==> config.mk <==
export PLATFORM = sky130hd
export DESIGN_NAME = wb_wrport_arb
export DESIGN_NICKNAME = d
export VERILOG_FILES = /design/src/rtl/wb_wrport_arb.sv
export SDC_FILE = /design/constraint.sdc
export NUM_CORES = 1
export LEC_CHECK = 0
export ABC_AREA = 0
export CAP_MARGIN = 40
export CORE_ASPECT_RATIO = 1.5
export CORE_UTILIZATION = 45
export CTS_CLUSTER_DIAMETER = 40
export DETAILED_ROUTE_END_ITERATION = 10
export PLACE_DENSITY_LB_ADDON = 0.08
export SYNTH_ARGS = -nofsm -noshare
export SYNTH_HDL_FRONTEND = slang
export SYNTH_SLANG_ARGS = --single-unit
==> constraint.sdc <==
create_clock -name clk -period 3.58 [get_ports clk]
set_clock_uncertainty 0.2 [all_clocks]
set_input_delay 0.537 -clock clk [delete_from_list [all_inputs] [get_ports clk]]
set_output_delay 0.537 -clock clk [all_outputs]
set_load 0.005 [all_outputs]
==> src/rtl/wb_wrport_arb.sv <==
// Register-file write-port arbiter.
// The in-order pipeline writeback always wins the single write port.
// Long-latency results (load return, mul/div) wait in a small circular FIFO
// until the port is free. A starvation counter raises a pipeline stall so
// buffered results are guaranteed to drain. Decode can ask whether a source
// register still has a result pending in the FIFO.
module wb_wrport_arb #(
  parameter int DEPTH      = 2,
  parameter int STARVE_MAX = 4
) (
  input  logic        clk,
  input  logic        rst,
  input  logic        wb_wr_reg,
  input  logic [4:0]  wb_wr_regindex,
  input  logic [31:0] wb_wr_wdata,
  input  logic        ll_valid,
  input  logic [4:0]  ll_regindex,
  input  logic [31:0] ll_wdata,
  output logic        ll_ready,
  output logic        wb2regfile_wr_reg,
  output logic [4:0]  wb2regfile_wr_regindex,
  output logic [31:0] wb2regfile_wr_wdata,
  output logic        wb_stall_req,
  input  logic [4:0]  dec_rs1_index,
  input  logic [4:0]  dec_rs2_index,
  output logic        dec_rs1_busy,
  output logic        dec_rs2_busy
);

  localparam int PTR_W = (DEPTH > 1) ? $clog2(DEPTH) : 1;
  localparam int CNT_W = $clog2(DEPTH + 1);

  // FIFO storage; payload is never reset, only the valid bits are.
  logic [4:0]       idx_q  [DEPTH];
  logic [31:0]      data_q [DEPTH];
  logic [DEPTH-1:0] vld_q, vld_d;
  logic [PTR_W-1:0] rd_ptr_q, rd_ptr_d, wr_ptr_q, wr_ptr_d;
  logic [CNT_W-1:0] count_q, count_d;
  logic [3:0]       starve_q, starve_d;
  logic             stall_q, stall_d;

  // Output port stage.
  logic        port_wr_q, port_wr_d;
  logic [4:0]  port_idx_q, port_idx_d;
  logic [31:0] port_data_q, port_data_d;

  logic wb_eff, push, pop, fifo_ne, head_vld;

  // Circular pointer advance; DEPTH need not be a power of two.
  function automatic logic [PTR_W-1:0] ptr_inc(input logic [PTR_W-1:0] p);
    return (p == PTR_W'(DEPTH - 1)) ? '0 : p + PTR_W'(1);
  endfunction

  assign ll_ready = (count_q < CNT_W'(DEPTH));
  assign wb_eff   = wb_wr_reg && (wb_wr_regindex != 5'd0);
  assign push     = ll_valid && ll_ready && (ll_regindex != 5'd0);
  assign fifo_ne  = (count_q != '0);
  assign head_vld = fifo_ne && vld_q[rd_ptr_q];
  // The head leaves whenever the pipeline does not claim the port,
  // whether it still carries a write or was squashed by a newer write.
  assign pop      = !wb_eff && fifo_ne;

  // Arbitration, WAW squash, FIFO bookkeeping and starvation tracking.
  always_comb begin
    vld_d       = vld_q;
    rd_ptr_d    = rd_ptr_q;
    wr_ptr_d    = wr_ptr_q;
    count_d     = count_q;
    starve_d    = starve_q;
    port_wr_d   = 1'b0;
    port_idx_d  = port_idx_q;
    port_data_d = port_data_q;

    if (wb_eff) begin
      port_wr_d   = 1'b1;
      port_idx_d  = wb_wr_regindex;
      port_data_d = wb_wr_wdata;
      // An older buffered write to the same register is now dead.
      for (int i = 0; i < DEPTH; i++) begin
        if (vld_q[i] && (idx_q[i] == wb_wr_regindex)) vld_d[i] = 1'b0;
      end
    end else if (head_vld) begin
      port_wr_d   = 1'b1;
      port_idx_d  = idx_q[rd_ptr_q];
      port_data_d = data_q[rd_ptr_q];
    end

    if (pop) begin
      vld_d[rd_ptr_q] = 1'b0;
      rd_ptr_d        = ptr_inc(rd_ptr_q);
    end
    // Applied after the squash so a freshly pushed entry stays valid.
    if (push) begin
      vld_d[wr_ptr_q] = 1'b1;
      wr_ptr_d        = ptr_inc(wr_ptr_q);
    end

    unique case ({push, pop})
      2'b10:   count_d = count_q + CNT_W'(1);
      2'b01:   count_d = count_q - CNT_W'(1);
      default: count_d = count_q;
    endcase

    if (!fifo_ne || pop)
      starve_d = 4'd0;
    else if (head_vld && wb_eff && (starve_q != 4'(STARVE_MAX)))
      starve_d = starve_q + 4'd1;

    // Stall is held off once the starved head has actually left.
    stall_d = (starve_q == 4'(STARVE_MAX)) && !pop;
  end

  // Control state and output port registers, cleared by reset.
  always_ff @(posedge clk) begin
    if (rst) begin
      vld_q       <= '0;
      rd_ptr_q    <= '0;
      wr_ptr_q    <= '0;
      count_q     <= '0;
      starve_q    <= 4'd0;
      stall_q     <= 1'b0;
      port_wr_q   <= 1'b0;
      port_idx_q  <= 5'd0;
      port_data_q <= 32'd0;
    end else begin
      vld_q       <= vld_d;
      rd_ptr_q    <= rd_ptr_d;
      wr_ptr_q    <= wr_ptr_d;
      count_q     <= count_d;
      starve_q    <= starve_d;
      stall_q     <= stall_d;
      port_wr_q   <= port_wr_d;
      port_idx_q  <= port_idx_d;
      port_data_q <= port_data_d;
    end
  end

  // FIFO payload capture on push.
  always_ff @(posedge clk) begin
    if (push) begin
      idx_q[wr_ptr_q]  <= ll_regindex;
      data_q[wr_ptr_q] <= ll_wdata;
    end
  end

  // Decode busy lookup against the FIFO state after the previous edge.
  always_comb begin
    dec_rs1_busy = 1'b0;
    dec_rs2_busy = 1'b0;
    for (int i = 0; i < DEPTH; i++) begin
      if (vld_q[i] && (dec_rs1_index != 5'd0) && (idx_q[i] == dec_rs1_index))
        dec_rs1_busy = 1'b1;
      if (vld_q[i] && (dec_rs2_index != 5'd0) && (idx_q[i] == dec_rs2_index))
        dec_rs2_busy = 1'b1;
    end
  end

  assign wb2regfile_wr_reg      = port_wr_q;
  assign wb2regfile_wr_regindex = port_idx_q;
  assign wb2regfile_wr_wdata    = port_data_q;
  assign wb_stall_req           = stall_q;

endmodule

==> impl_metrics.env <==
export IMPL_finalSetupTns_ns=0
export IMPL_synthTopCellsByCount="74 x edfxtp_1, 50 x dfxtp_1, 44 x a21oi_1"
export IMPL_largest_reg_flops=64
export IMPL_yosysWarnings=0
export IMPL_io_buffer_count=129
export IMPL_power_density_nw_per_um2=631
export IMPL_cts_tree="done"
export IMPL_reg2regPathDepth=5
export IMPL_crit_path_max_fanout=3
export IMPL_status="complete, no violations"
export IMPL_hpwl_um=8760
export IMPL_postCtsSetupBuffers=0
export IMPL_coreArea_sq_um=11200
export IMPL_yosysTopAreaCell="edfxtp_1"
export IMPL_first_iter_violations=219
export IMPL_num_vias=3979
export IMPL_maxCapViolCount=0
export IMPL_ys_async_sr_fraction_pct=0
export IMPL_multi_input_area_sq_um=1880
export IMPL_synth_seq_area_share_pct=61.8
export IMPL_arrival_ns=2.26
export IMPL_fp_dieH_um=134
export IMPL_timing_rr_end="wb2regfile_wr_wdata[22]"
export IMPL_initial_core_util_pct=46.7
export IMPL_rsz0062_at_grt="no"
export IMPL_synth_area_leaders="edfxtp_1 43%, dfxtp_1 19%, mux2i_1 7.5%"
export IMPL_synth_distinct_cells=37
export IMPL_cts_sinks=124
export IMPL_grt_pass1_vias=4197
export IMPL_synthCells=446
export IMPL_clkTransAtPathRegs_ns=0.05
export IMPL_seq_area_sq_um=3220
export IMPL_hold_buffers=0
export IMPL_drtPass1Iterations=4
export IMPL_gp_congestion=0.843
export IMPL_hold_path_depth=2
export IMPL_num_fill_cells=916
export IMPL_netlist_area_leader_share_pct=42.6
export IMPL_fp_dieArea_sq_um=12000
export IMPL_n_antenna_cell=0
export IMPL_r2r_setup_slack_ns=1.24
export IMPL_wire_per_inst_um=17.6
export IMPL_finalSetupViolCount=0
export IMPL_max_freq_mhz=334
export IMPL_hold_viol=0
export IMPL_synth_ff_type="edfxtp_1"
export IMPL_die_width_um=89.9
export IMPL_wl_um=13000
export IMPL_clkLatencyLatePin_ns=0.41
export IMPL_grt_max_degree=40
export IMPL_layout_drive_gt1_share_pct=7.81
export IMPL_max_slew_worst_pin_slew_ns=0.730
export IMPL_maxSlewHeadroom_pct=51.3
export IMPL_hold_end="starve_q[3]"
export IMPL_gr_usage_all_layers_pct=22.6
export IMPL_ctsResizeCount=0
export IMPL_period_share_pct=83.7
export IMPL_cts_buffer_depth=2
export IMPL_htree_levels=4
export IMPL_ys_seq_elements=124
export IMPL_fin_total_pwr_mw=4.57
export IMPL_cts_made_buffers=17
export IMPL_start_kind="input port"
export IMPL_reg2reg_from="count_q[1]"
export IMPL_synth_fp_nets=537
export IMPL_vdd_ir_drop_max_mv=0.427
export IMPL_final_nets=667
export IMPL_grt_pass1_wl_um=20600
export IMPL_hp_class="reg2reg"
export IMPL_synth_edf_count=74
export IMPL_min_period_ns=3.00
export IMPL_antenna_found_initial=0
export IMPL_post_route_drc_count=0
export IMPL_synth_most_common_cell="edfxtp_1"
export IMPL_root_buffer="clkbuf_16"
export IMPL_hold_slack_ns=0.293
export IMPL_io_pins=130
export IMPL_vias_per_cell=5.41
export IMPL_syn_area_sq_um=5210
export IMPL_area_growth_pct=38.9
export IMPL_overflow=0
export IMPL_avgSynthCellArea_sq_um=11.7
export IMPL_drv_slew=0
export IMPL_worstSetupPathType="in2out"
export IMPL_largest_register="data_q"
export IMPL_ant_nets=0
export IMPL_worstHoldStart="starve_q[3]"
export IMPL_rows=47
export IMPL_p_leak_nw=2.46
export IMPL_worstPathRequired_ns=2.84
export IMPL_endpoint_kind="output pin"
## final cells by class
type                       count  share of cell area (%)
sequential                   124                    44.5
clock buffer                  26                    7.05
inverter                       7                   0.363
clock inverter                 6                   0.467
timing repair buffer         140                    19.1
tap                          147                    2.54
multi-input combinational    286                    25.9
## per-stage QoR
step / area, sq um / worst slack, ns / cells / utilization (%)
after detailed placement: 6700 / 0.503 / 704 / 59.9
final: 7240 / 0.584 / 736 / 64.8
after CTS: 7240 / 0.589 / 736 / 64.8
after global routing: 7240 / 0.450 / 736 / 64.8
after global placement: 6700 / 0.574 / 704 / 59.9
after floorplan: 5210 / 0.565 / 446 / -
## cell families after synthesis
kind of cell / share of synthesized area (%)
flops: 61.8
simple gates: 10.8
compound gates: 10.8
mux: 7.49
buf+inv: 2.86
xor+xnor: 5.54
fa+ha+maj: 0.720
## metal layers
layer | vias to the layer above | global-route usage (%) | share of wire (%)
li1 | 1921 | - | -
met1 | 1907 | 23.7 | 39
met2 | 124 | 42.0 | 55
met3 | 27 | 6.12 | 4.3
met4 | 0 | 10.4 | 2.3
met5 | - | 0 | 0
## worst max path at each step
stage                          start            to  cells past startpoint  slack [ns]
detailed placement    ll_regindex[0]    count_q[1]                      6        0.50
finish              dec_rs1_index[4]  dec_rs1_busy                      6        0.58
global placement      ll_regindex[0]    count_q[1]                      6        0.57
floorplan             ll_regindex[3]  data_q[1][0]                      3        0.56
global route        dec_rs2_index[0]  dec_rs2_busy                      6        0.45
CTS                 dec_rs1_index[4]  dec_rs1_busy                      6        0.59
## critical path, cell delays in order
cell and delay, ns:
clkdlybuf4s50_1 0.48, xor2_1 0.18, nor4_1 0.28, nand3_1 0.11, a21oi_1 0.16, clkdlybuf4s50_1 0.51
## power breakdown
part	total [mW]	internal (mW)	switching, mW
sequential	1.93	1.77	0.159
clock	1.54	0.975	0.567
combinational	1.10	0.486	0.612
## cell usage in the layout, fill, tap and decap left out, types with 2 or more instances in the layout
cell type	count
a21oi_1	44
clkbuf_1	5
clkbuf_8	3
nor3_1	40
clkbuf_16	18
nand4_1	3
buf_4	10
nand3_1	10
nand2_1	35
ha_1	3
or4_1	4
xor2_1	22
clkdlybuf4s50_1	129
o22ai_1	33
clkinv_2	4
a21boi_1	2
mux2i_1	38
nor4_1	6
dfxtp_1	49
nor2_1	7
nor2_4	3
xnor2_1	11
inv_1	7
edfxtp_1	74
o21ai_1	4
o21ai_0	3
or3_1	3
(Power assumes the default switching activity.)
